`config.mk`:
```
export PLATFORM = sky130hd
export DESIGN_NAME = clk_div_bank
export DESIGN_NICKNAME = d
export VERILOG_FILES = /design/src/rtl/clk_gen_pkg.sv /design/src/rtl/clk_div_ch.sv /design/src/rtl/clk_div_bank.sv
export SDC_FILE = /design/constraint.sdc
export NUM_CORES = 1
export LEC_CHECK = 0
export ABC_AREA = 1
export BUFFER_PORTS_ARGS = -buffer_cell sky130_fd_sc_hd__buf_2
export CAP_MARGIN = 0
export CORE_UTILIZATION = 53
export DETAILED_ROUTE_END_ITERATION = 7
export PLACE_DENSITY = 0.68
export SYNTH_ARGS = -nofsm -noshare
export SYNTH_HDL_FRONTEND = slang
export SYNTH_HIERARCHICAL = 1
export SYNTH_SLANG_ARGS = --single-unit
```
`constraint.sdc`:
```
create_clock -name clk_50MHz -period 2.5 [get_ports clk_50MHz]
set_input_delay 0.5 -clock clk_50MHz [delete_from_list [all_inputs] [get_ports clk_50MHz]]
set_output_delay 0.5 -clock clk_50MHz [all_outputs]
set_load 0.02 [all_outputs]
```
`src/rtl/clk_gen_pkg.sv`:
```
`default_nettype none
// +--------------------------------------------------------------------------+
// | Package   : clk_gen_pkg                                                   |
// | Purpose   : Shared constants and types for the clock divider bank.        |
// |             Standard half-period values assume a 50 MHz system clock,     |
// |             where output frequency = 50 MHz / (2 * half).                 |
// | Contents  : DIV_W_DEF   - default half-period register width             |
// |             HALF_*      - common half-period settings                     |
// |             ch_state_t  - per-channel divider state                       |
// |             ch_idx_w()  - width of a channel index, never below 1         |
// | Revision  : 1.0  initial release                                          |
// +--------------------------------------------------------------------------+
package clk_gen_pkg;

  localparam int DIV_W_DEF  = 24;

  localparam int HALF_5MHZ  = 5;
  localparam int HALF_1MHZ  = 25;
  localparam int HALF_1KHZ  = 25000;
  localparam int HALF_100HZ = 250000;
  localparam int HALF_10HZ  = 2500000;

  typedef enum logic [1:0] {
    ST_OFF  = 2'd0,
    ST_LOW  = 2'd1,
    ST_HIGH = 2'd2
  } ch_state_t;

  // A single-channel bank still needs a 1-bit channel select.
  function automatic int ch_idx_w(input int n);
    return (n > 1) ? $clog2(n) : 1;
  endfunction

endpackage
`default_nettype wire

```
`src/rtl/clk_div_ch.sv`:
```
`default_nettype none
// +--------------------------------------------------------------------------+
// | Module    : clk_div_ch                                                    |
// | Purpose   : One counter-based divider channel. Produces a 50% duty       |
// |             square wave of period 2*half and a one-cycle tick on each     |
// |             rising edge. A newly written half-period is held pending and  |
// |             only becomes active at a period boundary, so no runt pulses.  |
// | Ports     : clk_50MHz  - system clock                                    |
// |             reset      - synchronous, active-high                        |
// |             en         - run enable                                      |
// |             restart    - phase-align: restart in LOW with counter 0      |
// |             wr/wr_half - store a new (legal, nonzero) pending half       |
// |             pending    - a pending half-period is waiting to be applied  |
// |             clk_out    - divided square wave (registered)                |
// |             tick       - one-cycle pulse with each clk_out rise          |
// | Revision  : 1.0  initial release                                          |
// +--------------------------------------------------------------------------+
module clk_div_ch
  import clk_gen_pkg::*;
#(
  parameter int DIV_W        = DIV_W_DEF,
  parameter int DEFAULT_HALF = HALF_1MHZ
) (
  input  logic             clk_50MHz,
  input  logic             reset,
  input  logic             en,
  input  logic             restart,
  input  logic             wr,
  input  logic [DIV_W-1:0] wr_half,
  output logic             pending,
  output logic             clk_out,
  output logic             tick
);

  ch_state_t        state;
  logic [DIV_W-1:0] cnt;
  logic [DIV_W-1:0] half;
  logic [DIV_W-1:0] pend_half;
  logic             pend_valid;
  logic             wrap;
  logic             do_apply;

  // The active half is always >= 1 (zero writes are rejected upstream),
  // so half-1 never underflows and the counter never exceeds it.
  assign wrap = (cnt == (half - DIV_W'(1)));

  // A pending half becomes active only where no period is in flight:
  // at a restart, whenever the channel is (or is going) off, or at the
  // HIGH->LOW boundary that closes a full period.
  always_comb begin
    do_apply = 1'b0;
    if (pend_valid) begin
      do_apply = restart || !en || (state == ST_OFF) ||
                 ((state == ST_HIGH) && wrap);
    end
  end

  assign pending = pend_valid;

  always_ff @(posedge clk_50MHz) begin
    if (reset) begin
      state      <= ST_OFF;
      cnt        <= '0;
      half       <= DIV_W'(DEFAULT_HALF);
      pend_half  <= '0;
      pend_valid <= 1'b0;
      clk_out    <= 1'b0;
      tick       <= 1'b0;
    end else begin
      tick <= 1'b0;

      if (restart) begin
        state   <= en ? ST_LOW : ST_OFF;
        cnt     <= '0;
        clk_out <= 1'b0;
      end else if (!en) begin
        // Disable takes precedence over a coincident wrap: no tick.
        state   <= ST_OFF;
        cnt     <= '0;
        clk_out <= 1'b0;
      end else begin
        unique case (state)
          ST_OFF: begin
            state <= ST_LOW;
            cnt   <= '0;
          end
          ST_LOW: begin
            if (wrap) begin
              cnt     <= '0;
              clk_out <= 1'b1;
              tick    <= 1'b1;
              state   <= ST_HIGH;
            end else begin
              cnt <= cnt + DIV_W'(1);
            end
          end
          ST_HIGH: begin
            if (wrap) begin
              cnt     <= '0;
              clk_out <= 1'b0;
              state   <= ST_LOW;
            end else begin
              cnt <= cnt + DIV_W'(1);
            end
          end
          default: begin
            state   <= ST_OFF;
            cnt     <= '0;
            clk_out <= 1'b0;
          end
        endcase
      end

      if (do_apply) begin
        half       <= pend_half;
        pend_valid <= 1'b0;
      end

      // Writes are only accepted while nothing is pending, so they can
      // never collide with an apply in the same cycle.
      if (wr) begin
        pend_half  <= wr_half;
        pend_valid <= 1'b1;
      end
    end
  end

endmodule
`default_nettype wire

```
`src/rtl/clk_div_bank.sv`:
```
`default_nettype none
// +--------------------------------------------------------------------------+
// | Module    : clk_div_bank                                                  |
// | Purpose   : Bank of NUM_CH independent programmable clock dividers with  |
// |             a shared configuration port and a global phase restart.      |
// | Ports     : clk_50MHz    - system clock, 50 MHz                          |
// |             reset        - synchronous, active-high                      |
// |             ch_en        - per-channel run enable                        |
// |             sync_restart - one-cycle pulse, phase-aligns all channels    |
// |             cfg_valid    - configuration request                         |
// |             cfg_ready    - request can be accepted this cycle            |
// |             cfg_ch       - target channel                                |
// |             cfg_half     - new half-period in clk_50MHz cycles           |
// |             cfg_err      - pulse: last accepted request was illegal      |
// |             clk_out      - divided square waves                          |
// |             tick         - one-cycle pulse on each clk_out rising edge   |
// | Revision  : 1.0  initial release                                          |
// +--------------------------------------------------------------------------+
module clk_div_bank
  import clk_gen_pkg::*;
#(
  parameter int NUM_CH       = 4,
  parameter int DIV_W        = DIV_W_DEF,
  parameter int DEFAULT_HALF = HALF_1MHZ
) (
  input  logic                        clk_50MHz,
  input  logic                        reset,
  input  logic [NUM_CH-1:0]           ch_en,
  input  logic                        sync_restart,
  input  logic                        cfg_valid,
  output logic                        cfg_ready,
  input  logic [ch_idx_w(NUM_CH)-1:0] cfg_ch,
  input  logic [DIV_W-1:0]            cfg_half,
  output logic                        cfg_err,
  output logic [NUM_CH-1:0]           clk_out,
  output logic [NUM_CH-1:0]           tick
);

  localparam int CH_W = ch_idx_w(NUM_CH);

  logic [NUM_CH-1:0] pending;
  logic [NUM_CH-1:0] ch_hit;
  logic [NUM_CH-1:0] wr;
  logic              sel_pending;
  logic              ch_legal;
  logic              half_legal;
  logic              accept;

  // One-hot channel decode. A select value with no matching channel
  // (possible when NUM_CH is not a power of two) hits nothing and reads
  // as "not pending", so such a request is still accepted and flagged.
  always_comb begin
    ch_hit      = '0;
    sel_pending = 1'b0;
    for (int i = 0; i < NUM_CH; i++) begin
      if (cfg_ch == CH_W'(i)) begin
        ch_hit[i]   = 1'b1;
        sel_pending = pending[i];
      end
    end
  end

  assign ch_legal   = |ch_hit;
  assign half_legal = |cfg_half;

  // Back-pressure while the target already holds an unapplied value, and
  // during a restart, which applies every pending value in that cycle.
  assign cfg_ready  = !sel_pending && !sync_restart;
  assign accept     = cfg_valid && cfg_ready;
  assign wr         = (accept && half_legal) ? ch_hit : '0;

  always_ff @(posedge clk_50MHz) begin
    if (reset) begin
      cfg_err <= 1'b0;
    end else begin
      cfg_err <= accept && !(ch_legal && half_legal);
    end
  end

  generate
    for (genvar g = 0; g < NUM_CH; g++) begin : g_ch
      clk_div_ch #(
        .DIV_W        (DIV_W),
        .DEFAULT_HALF (DEFAULT_HALF)
      ) u_ch (
        .clk_50MHz (clk_50MHz),
        .reset     (reset),
        .en        (ch_en[g]),
        .restart   (sync_restart),
        .wr        (wr[g]),
        .wr_half   (cfg_half),
        .pending   (pending[g]),
        .clk_out   (clk_out[g]),
        .tick      (tick[g])
      );
    end
  endgenerate

endmodule
`default_nettype wire
```
After elaboration in Yosys (flattened, before gate mapping)
Index checks and enable logic that the tools add are counted.
{ "word_totals": {"elab_cells": 208, "out_inout_bits": 10, "input_bits": 34, "register_bits": 309} }
{ "op_classes": {"bitwise_logic": 16, "eq_ne": 31, "n_addsub": 8, "n_mux": 61, "reduce_logical": 63} }
{ "ops": {"columns": ["operator", "n"], "rows": [
  ["$add 24x1->24 const B", 4],
  ["$eq 24x24->1", 4],
  ["$sub 24x1->24 const B", 4],
  ["$mux 1", 36],
  ["$mux 2", 16],
  ["$ne 4x3->1 const B", 8],
  ["$pmux 2 s3", 4],
  ["$reduce_or 24->1", 1],
  ["$reduce_or 4->1", 5],
  ["$reduce_or 5->1", 4],
  ["$ne 2x1->1 const B", 8],
  ["$not 1->1", 16],
  ["$eq 2x2->1 const B", 6],
  ["$logic_or 1x1->1", 12],
  ["$pmux 1 s3", 4],
  ["$reduce_and 3->1", 4],
  ["$reduce_or 3->1", 4],
  ["$eq 2x1->1 const B", 5],
  ["$logic_not 2->1", 5],
  ["$logic_and 1x1->1", 9],
  ["$reduce_and 2->1", 4],
  ["$reduce_bool 2->1", 4],
  ["$reduce_or 2->1", 4],
  ["$logic_not 1->1", 7],
  ["$mux 4", 1]
]} }

Logic depth before layout (Yosys ltp)
{ "logic_depth": {"word_depth": 11, "ltp_mapped": 18, "ltp_nobuf": 18} }

Modules after synthesis
Netlist, hierarchy kept.
{ "by_module_without_submodules": {"columns": ["mod", "cells_per_inst", "n_inst", "seq_area_each_um2", "area_each_um2"], "rows": [
  ["clk_div_ch (g_ch[0].u_ch ...)", 699, 3, 1541.5, 4549.4],
  ["clk_div_ch (g_ch[3].u_ch)", 634, 1, 1541.5, 4291.6],
  ["clk_div_bank", 48, 1, 20.0, 220.2]
]} }

Worst setup path after synthesis
No wires, ideal clock.
{ "synth_timing": {"kind": "reg2reg", "start": "register g_ch[0].u_ch.half[0]", "end": "register g_ch[0].u_ch.half[19]", "t_required_ns": 2.385, "path_stages_with_launch": 19, "setup_ns": 0.115, "setup_slack_ns": 0.471, "arrival_time_ns": 1.914, "synth_period_minus_slack_ns": 2.029, "n_path_buf": 1, "path_cell_list": "dfxtp_1 > inv_2 > ha_1 > nand2_2 > nor2_8 > nand2_2 > inv_2 > nand2_1 > nand2_1 > nand2_1 > nor2_1 > nand2_1 > nor2_2 > nand3_2 > nand2_4 > buf_6 > nand3_1 > nand2_1 > nor2_1"} }
{ "synth_via": {"elab_chain_cells": 5} }
{ "synth_rtl": {"columns": ["item", "line_no", "text"], "rows": [
  ["from (decl)", "clk_div_ch.sv:37", "logic [DIV_W-1:0] half;"],
  ["from (signal assigned)", "clk_div_ch.sv:64", "half <= DIV_W'(DEFAULT_HALF);"],
  ["from (signal assigned)", "clk_div_ch.sv:115", "half <= pend_half;"],
  ["$sub 24x1->24", "clk_div_ch.sv:45", "assign wrap = (cnt == (half - DIV_W'(1)));"],
  ["$eq 24x24->1", "clk_div_ch.sv:45", null],
  ["$logic_and 1x1->1", "clk_div_ch.sv:54", "((state == ST_HIGH) && wrap);"],
  ["$logic_or 1x1->1", "clk_div_ch.sv:53", "do_apply = restart || !en || (state == ST_OFF) ||"],
  ["$mux 1", "clk_div_ch.sv:52", "if (pend_valid) begin"]
]} }
Every way passes these cells.
A chain may end at the register's enable or synchronous reset.

Worst setup path after layout
{ "layout_timing": {"start": "register g_ch[1].u_ch.half[3]", "end": "register g_ch[1].u_ch.half[19]"} }
{ "layout_via": {"elab_chain_cells": 5} }
{ "layout_rtl": {"columns": ["item", "line_no"], "rows": [
  ["from (decl)", "clk_div_ch.sv:37"],
  ["from (signal assigned)", "clk_div_ch.sv:64"],
  ["from (signal assigned)", "clk_div_ch.sv:115"],
  ["$sub 24x1->24", "clk_div_ch.sv:45"],
  ["$eq 24x24->1", "clk_div_ch.sv:45"],
  ["$logic_and 1x1->1", "clk_div_ch.sv:54"],
  ["$logic_or 1x1->1", "clk_div_ch.sv:53"],
  ["$mux 1", "clk_div_ch.sv:52"]
]} }
Every way passes these cells.

==> flow_summary_export.csv <==
group,metric,value,unit
timing,fin_worst_skew,0.02140,ns
clock_tree,cts_root_buf,"clkbuf_16",
grt,grt_overflow,0,
grt,grt-busiest-layer,"met2",
timing,slew_headroom,35.12,%
clock_tree,path_clk_slew,0.06,ns
setup_path,endpoint_kind,"register",
floorplanning,core-area,33620,µm²
timing,min_period,2.358,ns
outcome,status,"finished clean",
synthesis,syn_nets,2837,
clock_tree,cts.path.max_buffers,3,
synthesis,syn_inst,2779,
job,drv_cap,0,
synthesis,dominantRegCellSynth,"dfxtp_1",
floorplanning,die_h,187.1,µm
drt,firstDrtPassIters,5,
timing,tightest_slew,0.9697,ns
clock_tree,htree_levels,2,
clock_tree,insertion_delay,0.53,ns
synthesis,syn_avg_cell_area,6.535,µm²
timing,setup_viol,0,
drt,initialDrtViolationCount,955,
pwr,seqPwrFrac,45.4,%
pwr,p_leak,9.138,nW
pwr,p_comb_share,9.3,%
clock_tree,cts_tree,"done",
floorplanning,ios,44,
place,hpwl,35530,µm
setup_path,startpoint_type,"register",
setup_path,critPathArrivalTime,2.76,ns
grt,grt_pass1_wl,78040,µm
layout,fill_cells,3233,
pwr,power_density,542.6,nW/µm²
drt,viasPerCell,5.265,
setup_path,cp_max_fo,10,
clock_tree,clkSinkCount,309,
place,gp_routability_congestion,0.9279,
grt,grt_util_met1,35.65,%
timing,post-route-period-util,94.30,%
pwr,p_total,11.25,mW
drt,vias,17540,
floorplanning,die_w,187.1,µm
drt,route.detailed.drc,0,
floorplanning,row_count,67,
grt,met2_usage,44.67,%
grt,grt_max_degree,48,
place,placed_cell_area,18920,µm²
timing,fmaxAchievable,424.2,MHz
floorplanning,start_util,54.02,%
setup_path,path_class,"register to register",
drt,ant_nets,0,
layout,fin_area,20730,µm²
pwr,switching_power,2.838,mW
pwr,clock_power_share,45.3,%
clock_tree,cts_buffers,35,
drt,post_drt_wl_per_cell,14.69,µm
synthesis,yosysSeqAreaShare,34.06,%
floorplanning,dieArea,35010,µm²
grt,grt_pass1_vias,15910,
synthesis,synth_edf_count,0,
timing,drv_slew,0,
synthesis,ys_async_sr_fraction,0,%
setup_path,required,2.90,ns
grt,grtUsageMet3,3.208,%
synthesis,ys_types,43,
synthesis,synth_area,18160,µm²
worst_hold_path,hold_class,"primary input to register",
grt,track_usage,26.81,%
timing,finalHoldViolCount,0,
drt,drt-total-wl,48920,µm
synthesis,synth_warnings,6,
synthesis,synth-seq-cells,309,
layout,layout.nets,2920,
layout,drive_gt1_share,12.81,%
layout,area_delta_synth_final,14.13,%
pwr,p_int,8.407,mW
place,numPortBuffers,43,
pwr,netSwitchingFraction,25.24,%
grt,antenna_found_initial,1,
pwr,vdd_drop_max,0.4892,mV
clock_tree,hold_buffers,0,
critical path, cell delays in order (launching register included):
cell	delay, ns
dfxtp_2	0.35
nor2_2	0.14
nand2_2	0.10
nor2_4	0.17
buf_4	0.17
nand3_2	0.10
clkinv_1	0.08
nand2_1	0.06
a21oi_2	0.22
nand2_1	0.09
nor2_2	0.16
nand3_4	0.12
nand2_8	0.13
buf_12	0.13
nand3_1	0.08
nand2_1	0.11
nor2_1	0.05
flip-flops by register name, indices dropped and copies added, names as in the netlist:
| signal | flops |
|---|---|
| g_ch.u_ch/clk_out | 4 |
| g_ch.u_ch/pend_half | 96 |
| g_ch.u_ch/pending | 4 |
| g_ch.u_ch/tick | 4 |
| g_ch.u_ch/state | 8 |
| cfg_err | 1 |
| g_ch.u_ch/cnt | 96 |
| g_ch.u_ch/half | 96 |
cell families (layout without fill, tap and decap cells):
family                     count (synthesis)  count (layout)  synth area share (%)
AOI/OAI and AO/OA                        355             355                 10.05
xor gates and xnor gates                 107             107                 5.161
adders and majority gates                 24              24                 1.654
buffers and inverters                    450             547                 10.59
DFF                                      309             309                 34.06
other                                      0               2                     0
and+or+nand+nor                         1534            1539                 38.49
routing by layer:
| metal | up-vias | part of all wire [%] |
|---|---|---|
| met1 | 8047 | 46 |
| met2 | 362 | 47 |
| met3 | 90 | 4.4 |
| met4 | 0 | 3.0 |
| met5 | - | 0 |
| li1 | 9038 | - |
power by group through the flow:
stage	logic, mW	registers (mW)	clock network, mW
final	1.05	5.10	5.09
after CTS	0.987	5.09	5.21
after global routing	1.17	5.11	5.39
after global placement	0.965	5.20	0
after detailed placement	0.982	5.20	0
after floorplan	0.702	5.18	0
cell type report:
type / count / area (µm²) / area share (%)
multi-input combinational: 2025 / 10370 / 50.02
sequential: 309 / 6202 / 29.92
inverter: 366 / 1374 / 6.628
timing repair buffer: 125 / 1104 / 5.324
clock buffer: 42 / 952.2 / 4.594
tap: 448 / 560.5 / 2.705
clock inverter: 14 / 162.7 / 0.7848
antenna: 2 / 5.005 / 0.02415
worst paths after layout:
kind	from	to	slack, ns	depth (start not counted)
max reg2reg	g_ch[1].u_ch/half[3]$_SDFFE_PP1P_	g_ch[1].u_ch/half[19]$_SDFFE_PP0P_	0.14	16
min reg2reg	g_ch[3].u_ch/pend_half[22]$_SDFFE_PP0P_	g_ch[3].u_ch/pend_half[22]$_SDFFE_PP0P_	0.45	2
max	g_ch[1].u_ch/half[3]$_SDFFE_PP1P_	g_ch[1].u_ch/half[19]$_SDFFE_PP0P_	0.14	16
min	ch_en[3]	g_ch[3].u_ch/state[0]$_SDFFE_PP0P_	0.27	3
metrics by stage:
stage | hold WS [ns] | utilization [%] | setup WS, ns | instances | setup TNS [ns]
global placement | 0.4409 | 56.30 | 0.03819 | 3241 | 0
finish | 0.2663 | 61.66 | 0.1424 | 3331 | 0
CTS | 0.2318 | 59.61 | 0.01591 | 3297 | 0
global route | 0.2444 | 61.65 | -0.04224 | 3330 | -0.4649
floorplan | 0.4301 | - | 0.4711 | 2779 | 0
detailed placement | 0.4486 | 56.30 | 0.03514 | 3241 | 0
Yosys cell counts, drive strengths merged, types with 4 or more instances:
library cell  instances  area share (%)
nand2               635              14
nor2                463              11
inv                 356             7.4
dfxtp               309              34
nand3               258             7.4
a21oi               227             6.4
o21ai               118             3.3
nand4                69             2.5
xor2                 69             3.3
nor3                 50             1.9
clkbuf               44            0.91
buf                  40             2.1
xnor2                38             1.8
ha                   24             1.7
nand3b               15            0.62
nor4                 15            0.52
nor3b                14            0.61
or2                  11            0.38
clkinv               10            0.21
o21bai                4            0.17
cell usage in the layout (no fill, tap or decap), types with 23 or more instances in the layout:
cell type,synthesis,final
clkbuf_16,0,42
nor2_1,421,397
buf_4,4,63
nand3_1,246,245
dfxtp_1,309,296
o21ai_0,115,113
nor2_4,8,23
xnor2_1,38,38
nand2_1,601,599
nand4_1,68,68
inv_1,342,341
nand2_2,30,28
buf_2,15,43
nor3_1,31,31
nor2_2,30,42
a21oi_1,221,221
xor2_1,69,67
repair_timing:
item | 4_1_cts | 5_1_grt
setup buffers | 0 | 20
setup endpoints to repair | 0 | 169
gates resized for setup | 0 | 77
(Power assumes the default switching activity.)
